[config.mk]
export PLATFORM = sky130hd
export DESIGN_NAME = sig_stream_packer_flat
export DESIGN_NICKNAME = d
export VERILOG_FILES = /design/src/rtl/sig_stream_packer_if.sv /design/src/rtl/sig_stream_packer.sv /design/src/flat_wrapper.sv
export SDC_FILE = /design/constraint.sdc
export NUM_CORES = 1
export LEC_CHECK = 0
export CAP_MARGIN = 0
export CELL_PAD_IN_SITES_DETAIL_PLACEMENT = 1
export CELL_PAD_IN_SITES_GLOBAL_PLACEMENT = 1
export CORE_ASPECT_RATIO = 1.25
export CORE_MARGIN = 10
export CORE_UTILIZATION = 55
export CTS_CLUSTER_DIAMETER = 100
export DETAILED_ROUTE_END_ITERATION = 8
export PLACE_DENSITY = 0.95
export RECOVER_POWER = 25
export SYNTH_ARGS = -nofsm -noshare
export SYNTH_HDL_FRONTEND = slang
export SYNTH_SLANG_ARGS = --single-unit
[constraint.sdc]
create_clock -name clk -period 49 [get_ports clk]
set_input_delay 9.8 -clock clk [delete_from_list [all_inputs] [get_ports clk]]
set_output_delay 9.8 -clock clk [all_outputs]
set_load 0.01 [all_outputs]
[src/rtl/sig_stream_packer_if.sv]
// Handshake bundle for sig_stream_packer: 256-bit capture side and 32-bit valid/ready beat side.
interface sig_stream_packer_if;
  logic         in_vld;
  logic [255:0] in_data;
  logic         out_vld;
  logic         out_ready;
  logic [31:0]  out_data;
  logic         out_last;

  modport master (
    output in_vld, in_data, out_ready,
    input  out_vld, out_data, out_last
  );

  modport slave (
    input  in_vld, in_data, out_ready,
    output out_vld, out_data, out_last
  );
endinterface

[src/rtl/sig_stream_packer.sv]
// Buffers 256-bit signature words from an unstallable source and re-emits them as MSB-first
// 32-bit beats, tracking word count, overflow and completion of one signature.
module sig_stream_packer #(
  parameter int unsigned SIG_WORDS  = 1088,
  parameter int unsigned FIFO_DEPTH = 4,
  localparam int unsigned CntW      = $clog2(SIG_WORDS + 1)
) (
  input  logic                clk,
  input  logic                rstn,
  input  logic                start,
  sig_stream_packer_if.slave  bus,
  output logic                done,
  output logic                overflow,
  output logic [CntW-1:0]     word_cnt
);

  localparam int unsigned AddrW = $clog2(FIFO_DEPTH);
  localparam logic [CntW-1:0] SigWords = CntW'(SIG_WORDS);
  localparam logic [CntW-1:0] LastWord = CntW'(SIG_WORDS - 1);

  typedef enum logic [1:0] {StIdle, StRun, StDone} state_e;
  state_e state_q, state_d;

  logic [AddrW:0]    wr_ptr_q, wr_ptr_d, rd_ptr_q, rd_ptr_d;
  logic [2:0]        beat_q, beat_d;
  logic [CntW-1:0]   word_cnt_q, word_cnt_d, out_cnt_q, out_cnt_d;
  logic              overflow_q, overflow_d;
  logic [255:0]      mem_q [FIFO_DEPTH];
  logic [7:0][31:0]  head;

  logic empty, full, run, push, ovf_evt, hs, pop, last_hs;
  logic out_vld, out_last;
  logic [31:0] out_data;

  assign run   = (state_q == StRun);
  assign empty = (rd_ptr_q == wr_ptr_q);
  assign full  = (rd_ptr_q[AddrW] != wr_ptr_q[AddrW]) &&
                 (rd_ptr_q[AddrW-1:0] == wr_ptr_q[AddrW-1:0]);
  assign head  = mem_q[rd_ptr_q[AddrW-1:0]];

  assign hs      = out_vld && bus.out_ready;
  assign pop     = hs && (beat_q == 3'd7);
  assign last_hs = out_last && bus.out_ready;

  // A full FIFO still takes a word when the head's final beat leaves in the same cycle.
  always_comb begin
    push    = 1'b0;
    ovf_evt = 1'b0;
    if (run && bus.in_vld && !start) begin
      if (word_cnt_q == SigWords) begin
        ovf_evt = 1'b1;
      end else if (full && !pop) begin
        ovf_evt = 1'b1;
      end else begin
        push = 1'b1;
      end
    end
  end

  always_comb begin
    wr_ptr_d   = wr_ptr_q;
    rd_ptr_d   = rd_ptr_q;
    beat_d     = beat_q;
    word_cnt_d = word_cnt_q;
    out_cnt_d  = out_cnt_q;
    overflow_d = overflow_q;
    if (start) begin
      wr_ptr_d   = '0;
      rd_ptr_d   = '0;
      beat_d     = '0;
      word_cnt_d = '0;
      out_cnt_d  = '0;
      overflow_d = 1'b0;
    end else begin
      if (push) begin
        wr_ptr_d   = wr_ptr_q + 1'b1;
        word_cnt_d = word_cnt_q + 1'b1;
      end
      if (ovf_evt) overflow_d = 1'b1;
      if (hs) beat_d = beat_q + 1'b1;
      if (pop) begin
        rd_ptr_d  = rd_ptr_q + 1'b1;
        out_cnt_d = out_cnt_q + 1'b1;
      end
    end
  end

  always_ff @(posedge clk or negedge rstn) begin
    if (!rstn) begin
      wr_ptr_q   <= '0;
      rd_ptr_q   <= '0;
      beat_q     <= '0;
      word_cnt_q <= '0;
      out_cnt_q  <= '0;
      overflow_q <= 1'b0;
    end else begin
      wr_ptr_q   <= wr_ptr_d;
      rd_ptr_q   <= rd_ptr_d;
      beat_q     <= beat_d;
      word_cnt_q <= word_cnt_d;
      out_cnt_q  <= out_cnt_d;
      overflow_q <= overflow_d;
    end
  end

  always_ff @(posedge clk) begin
    if (push) mem_q[wr_ptr_q[AddrW-1:0]] <= bus.in_data;
  end

  // FSM: state register
  always_ff @(posedge clk or negedge rstn) begin
    if (!rstn) state_q <= StIdle;
    else       state_q <= state_d;
  end

  // FSM: next state
  always_comb begin
    state_d = state_q;
    unique case (state_q)
      StIdle:  if (start) state_d = StRun;
      StRun:   if (start) state_d = StRun;
               else if (last_hs) state_d = StDone;
      StDone:  if (start) state_d = StRun;
      default: state_d = StIdle;
    endcase
  end

  // FSM: outputs; lane 7 of the head (bits 255:224) goes out first.
  always_comb begin
    out_vld  = run && !empty;
    out_last = out_vld && (beat_q == 3'd7) && (out_cnt_q == LastWord);
    out_data = out_vld ? head[3'd7 - beat_q] : 32'd0;
    done     = (state_q == StDone);
  end

  assign bus.out_vld  = out_vld;
  assign bus.out_last = out_last;
  assign bus.out_data = out_data;
  assign overflow     = overflow_q;
  assign word_cnt     = word_cnt_q;

endmodule
[src/flat_wrapper.sv]
// flat-port wrapper written by rule: the top's interface ports become plain ports
module sig_stream_packer_flat 
#(
  parameter int unsigned SIG_WORDS  = 1088,
  parameter int unsigned FIFO_DEPTH = 4,
  localparam int unsigned CntW      = $clog2(SIG_WORDS + 1)
)
  (clk, rstn, start, done, overflow, word_cnt, bus_in_vld, bus_in_data, bus_out_ready, bus_out_vld, bus_out_data, bus_out_last);
  sig_stream_packer_if bus_i ();
  input  logic clk;
  input  logic rstn;
  input  logic start;
  output logic done;
  output logic overflow;
  output logic [CntW-1:0] word_cnt;
  input wire logic [$bits(bus_i.in_vld)-1:0] bus_in_vld;
  input wire logic [$bits(bus_i.in_data)-1:0] bus_in_data;
  input wire logic [$bits(bus_i.out_ready)-1:0] bus_out_ready;
  output wire logic [$bits(bus_i.out_vld)-1:0] bus_out_vld;
  output wire logic [$bits(bus_i.out_data)-1:0] bus_out_data;
  output wire logic [$bits(bus_i.out_last)-1:0] bus_out_last;
  assign bus_i.in_vld = bus_in_vld;
  assign bus_i.in_data = bus_in_data;
  assign bus_i.out_ready = bus_out_ready;
  assign bus_out_vld = bus_i.out_vld;
  assign bus_out_data = bus_i.out_data;
  assign bus_out_last = bus_i.out_last;
  sig_stream_packer #(.SIG_WORDS(SIG_WORDS), .FIFO_DEPTH(FIFO_DEPTH)) u_core (.clk(clk), .rstn(rstn), .start(start), .bus(bus_i), .done(done), .overflow(overflow), .word_cnt(word_cnt));
endmodule
---- Word level (Yosys, flattened, before mapping) ----
Memory sizes are Yosys's and may differ from the RTL's.
Index checks and enable logic that the tools add are counted.
storage, ports and cells
  flip-flop bits (word level) ............. 34
  memory bits (writable) .................. 1,024
  input bits .............................. 261
  output and inout port bits .............. 47
  word-level logic and storage cells ...... 72
  memories kept ........................... 1
operators by class
  add/sub/neg operators ................... 6
  magnitude comparators ................... 1
  equal/unequal tests ..................... 10
  muxes and demuxes ....................... 27
  reduce and logical (&&, ||, !) cells .... 20
memory list
  memory        words  width  read ports  clocked after memory_dff  wr ports  line                     RTL
  u_core.mem_q  4      256    1           0                         1         sig_stream_packer.sv:28  logic [255:0] mem_q [FIFO_DEPTH];
operators with widths
  kind                                                   number
  binary-select mux 32 bit (select 3 bit)                1
  two-way mux 32 bit                                     2
  two-way mux 11 bit                                     4
  adder 11 x 1 -> 11 bit, second input constant          2
  == test 11 bit, second input constant                  2
  two-way mux 3 bit                                      6
  logical AND 1 bit                                      10
  two-way mux 1 bit                                      10
  adder 3 x 1 -> 3 bit, second input constant            3
  nonzero test 2 bit                                     4
  two-way mux 2 bit                                      3
  < comparator 3 x 4 -> 1 bit, second input constant     1
  case mux 2 bit (2 select lines)                        1
  == test 3 bit                                          1
  == test 3 bit, second input constant                   1
  logical NOT 1 bit                                      3
  inequality test 3 bit, second input constant           1
  subtractor 3 bit, first input constant                 1
  == test 2 x 1 -> 1 bit, second input constant          1
  == test 2 bit                                          1
  == test 2 bit, second input constant                   1
  logical NOT 2 bit                                      1
  inequality test 2 x 1 -> 1 bit, second input constant  1
  AND reduction 2 bit                                    1
  other kinds (2)                                        2

---- Longest topological paths before layout ----
  depth in word-level cells ............... 12
  gate-level depth with buffers ........... 9
  mapped depth without buffers ............ 7

---- Least setup slack after synthesis ----
No wires, ideal clock.
  kind .................................... input to register
  from .................................... in bus_out_ready
  to ...................................... mem u_core.mem_q[3][0], enable pin
  setup time .............................. 1.186 ns
  data arrival time ....................... 27.730 ns
  required time ........................... 47.814 ns
  setup slack ............................. 20.084 ns
  stages on the path ...................... 6
  path buffers ............................ 2
  path through ............................ nand4b_1 nand4_1 nand3_1 buf_2 buf_4 nor3_1
between the ends
  longest elaborated chain between the ends .. 9
RTL lines
  what                                     line                      RTL
  start: declaration                       flat_wrapper.sv:18        input wire logic [$bits(bus_i.out_ready)-1:0] bus_out_ready;
  logical AND 1 bit                        sig_stream_packer.sv:41   assign hs = out_vld && bus.out_ready;
  logical AND 1 bit                        sig_stream_packer.sv:42   assign pop = hs && (beat_q == 3'd7);
  logical NOT 1 bit                        sig_stream_packer.sv:52   end else if (full && !pop) begin
  logical AND 1 bit                        sig_stream_packer.sv:52
  two-way mux 1 bit                        sig_stream_packer.sv:52
  two-way mux 1 bit                        sig_stream_packer.sv:50   if (word_cnt_q == SigWords) begin
  two-way mux 1 bit                        sig_stream_packer.sv:49   if (run && bus.in_vld && !start) begin
  two-way mux 1 bit                        sig_stream_packer.sv:107  if (push) mem_q[wr_ptr_q[AddrW-1:0]] <= bus.in_data;
  two-way mux 1 bit (implied by the code)  sig_stream_packer.sv:107
  end: declaration                         sig_stream_packer.sv:28
Every way passes these cells.

---- Worst setup path after layout ----
  from .................................... reg u_core.rd_ptr_q[1]
  to ...................................... out bus_out_data[7]
between the ends
  longest elaborated chain between the ends .. 4
  elaborated cells on any way between the ends .. 7
  those cells by class .................... 1 x eq/ne; 3 x mux; 2 x reduce/logical; 1 x memory
RTL lines
  what                                                                                  line                                                RTL
  start: declaration                                                                    sig_stream_packer.sv:24                             logic [AddrW:0] wr_ptr_q, wr_ptr_d, rd_ptr_q, rd_ptr_d;
  start signal: assignment                                                              sig_stream_packer.sv:98                             rd_ptr_q <= rd_ptr_d;
  memory (4 x 256 bit) / == test 3 bit (equally long branches)                          -
  binary-select mux 32 bit (select 3 bit) / logical NOT 1 bit (equally long branches)   sig_stream_packer.sv:132, sig_stream_packer.sv:130
  two-way mux 32 bit (implied by the code) / logical AND 1 bit (equally long branches)  sig_stream_packer.sv:132, sig_stream_packer.sv:130
  two-way mux 32 bit (*)                                                                sig_stream_packer.sv:132                            out_data = out_vld ? head[3'd7 - beat_q] : 32'd0;
  end: declaration                                                                      flat_wrapper.sv:20                                  output wire logic [$bits(bus_i.out_data)-1:0] bus_out_data;
Mark *: on every way between the ends. The rest lies on a longest branch, timed or not. The select of a mux whose other input is x is not followed.

==> impl_metrics.py <==
metrics = {
    "outcome": {
        "status": "finished clean",
    },
    "timing": {
        "fmax_mhz": 60.5,
        "finalSetupViolCount": 0,
        "maxSlewHeadroom_pct": 18.9,
        "period_needed_ps": 16520,
        "hold_violations": 0,
        "finalClockSkew_ps": 36.3,
        "slew_viol_final": 0,
        "finalCritPeriodShare_pct": 33.7,
        "rsz0062_at_grt": "no",
        "fin_setup_tns_ps": 0,
        "worst_pin_slew_ps": 1220,
        "timing.final.ws_setup_ps": 32480,
    },
    "detailed_routing": {
        "routed_wl_mm": 117,
        "vias_per_cell": 6.50,
        "vias": 21300,
        "wl_per_cell_um": 35.7,
        "drc": 0,
        "first_iter_violations": 2707,
        "ant_nets": 0,
        "dr.pass1.iters": 7,
    },
    "power_and_ir_drop": {
        "p_per_area_mw_per_mm2": 39.7,
        "p_seq_share_pct": 53.9,
        "p_comb_share_pct": 5.9,
        "intPower_mw": 1.49,
        "p_clk_share_pct": 40.2,
        "ir_drop_mv": 0.0336,
        "switching_share_pct": 22.1,
        "p_leak_nw": 14.8,
        "switchingPower_mw": 0.422,
    },
    "setup_path": {
        "path_max_fanout": 75,
        "start_kind": "flop",
        "worstPathRequired_ps": 39200,
        "worstPathArrival_ps": 6720,
        "crit_type": "reg2out",
        "cp-end-kind": "output pin",
    },
    "final_layout": {
        "instances_no_fill": 3279,
        "fill_cells": 5860,
        "layout.nets": 2459,
        "drive_gt1_share_pct": 20.7,
        "finalCoreUtilization_pct": 65.5,
        "area_growth_syn_to_layout_pct": 17.9,
    },
    "cts": {
        "cts_resized": 0,
        "cts_max_level": 3,
        "path_clk_slew_ps": 60,
        "cts_tree": "built",
        "clk_latency_ps": 690,
        "ctsHoldBuffers": 0,
        "cts_buffer_depth": 3,
        "cts_root_buf": "clkbuf_16",
        "cts_setup_buffers": 0,
        "cts_buffers": 99,
        "clock_sinks": 1058,
    },
    "place": {
        "numPortBuffers": 307,
        "place_ws_ps": 33290,
        "placed_cells": 3047,
        "place_hpwl_mm": 68.1,
        "globalplace.congestion": 0.770,
    },
    "floorplan": {
        "die-area_mm2": 0.0855,
        "initial_core_util_pct": 55.5,
        "die_x_um": 264,
        "boundaryPins": 308,
        "core_area_mm2": 0.0735,
        "rows": 111,
        "die-height_um": 324,
    },
    "logic_synthesis": {
        "synth_top_cell_area_share_pct": 75.4,
        "synthTopCellsByArea": "edfxtp_1, mux4_2, dfrtp_1",
        "yosys.area.top_type": "edfxtp_1",
        "syn_nets": 2123,
        "synth.distinct_cells": 36,
        "ys_seq_area_share_pct": 77.5,
        "syn-instance-count": 1852,
        "netlist_area_mm2": 0.0408,
        "yosys_warnings": 0,
        "syn_area_per_cell_um2": 22.0,
        "ys_ff_latch": 1058,
    },
    "global_routing": {
        "first_global_vias": 22600,
        "grt_use_total_pct": 26.2,
        "antenna_found_initial": 64,
        "grt-ovfl-total": 0,
        "grt_max_degree": 145,
        "grt_pass1_wl_mm": 164,
    },
    "worst_hold_path": {
        "hp-class": "reg2reg",
    },
    "run": {
        "maxCapViolCount": 0,
    },
}
[final cells by class]
type | count | area (µm²) | share of cell area (%)
timing repair buffer | 335 | 3320 | 6.91
clock buffer | 122 | 2630 | 5.46
sequential | 1058 | 31600 | 65.7
multi-input combinational | 686 | 8650 | 18.0
inverter | 8 | 30.0 | 0.0624
antenna | 53 | 133 | 0.276
clock inverter | 57 | 515 | 1.07
tap | 960 | 1200 | 2.50
[power groups by stage]
stage	sequential (mW)	clock, mW	combinational [mW]
2_1_floorplan	1.05	0	0.0440
3_3_place_gp	1.04	0	0.105
3_5_place_dp	1.05	0	0.111
4_1_cts	1.03	0.768	0.114
5_1_grt	1.03	0.811	0.118
6_report	1.03	0.768	0.112
[synth_stat cells, drive strengths merged]
master and n:
nand3 6, a21oi 78, inv 8, o21ai 36, nor2b 1, xnor2 8
ha 10, and4 1, edfxtp 1024, nand3b 1, nor4 3, and3 6
mux2 33, or3 5, buf 65, nand4b 1, mux2i 68, o22ai 32
or4 4, nand4 12, or3b 1, nor4b 1, xor2 12, nand2b 2
nor3 1, nand2 42, and2 3, o31ai 4, mux4 256, dfrtp 34
nor2 57, a31oi 2, clkbuf 35
[flip-flops by register name, summed over array words and instances (netlist names)]
signal            count
u_core.beat_q         3
u_core.mem_q       1024
u_core.out_cnt_q     11
u_core.overflow       1
u_core.rd_ptr_q       3
u_core.state_q        2
u_core.word_cnt      11
u_core.wr_ptr_q       3
[layer usage]
layer  share of wire (%)  vias to the layer above  GRT usage (%)
met3                 9.0                      225           6.06
met5               0.095                        -              0
met2                  51                     1363           44.0
li1                    -                     8477              -
met1                  35                    11200           32.3
met4                 4.2                       20           11.5
[worst max-delay path: stages, from the launching register on]
cell,delay (ps)
dfrtp_4,960
buf_4,890
buf_4,900
buf_4,1000
mux4_2,390
mux2i_1,100
o21ai_0,840
a21oi_1,130
nor2_1,160
clkdlybuf4s50_1,570
[placed cells by master (no fill, tap or decap), drive strengths merged, types with 42 or more instances in the layout]
master         Yosys  layout
diode              0      53
dlygate4sd3        0     146
nand2             42      42
mux2i             68      68
clkdlybuf4s50      0     161
clkbuf            35     122
nor2              57      57
a21oi             78      78
edfxtp          1024    1024
mux4             256     256
[path summary, 6_finish.rpt]
kind                                                start                        endpoint  slack [ps]  depth (start not counted)
max                        u_core.rd_ptr_q[1]$_DFFE_PN0P_                 bus_out_data[7]       32480                          9
min                         u_core.state_q[1]$_DFFE_PN0P_   u_core.state_q[0]$_DFFE_PN0P_         500                          1
max reg2reg                  u_core.beat_q[1]$_DFFE_PN0P_  u_core.mem_q[2][248]$_DFFE_PP_       42690                         10
min reg2reg                 u_core.state_q[1]$_DFFE_PN0P_   u_core.state_q[0]$_DFFE_PN0P_         500                          1
max in group asynchronous                            rstn    u_core.beat_q[0]$_DFFE_PN0P_       39090                          2
min in group asynchronous                            rstn   u_core.state_q[1]$_DFFE_PN0P_        9530                          2
[cells by family after synthesis]
group / count (synthesis) / share of synthesized area, %
simple gates: 147 / 1.67
flops: 1058 / 77.5
fa+ha+maj: 10 / 0.307
xor+xnor: 20 / 0.430
mux: 357 / 16.7
compound gates: 152 / 1.99
buf+inv: 108 / 1.38
[stage by stage]
step,area [µm²],power (mW),hold WS [ps]
2_1_floorplan,40800,1.10,445
3_3_place_gp,44800,1.15,471
3_5_place_dp,44800,1.16,485
4_1_cts,48000,1.91,493
5_1_grt,48000,1.96,519
6_report,48100,1.91,496
No activity file was read; power rests on OpenSTA's default activity.
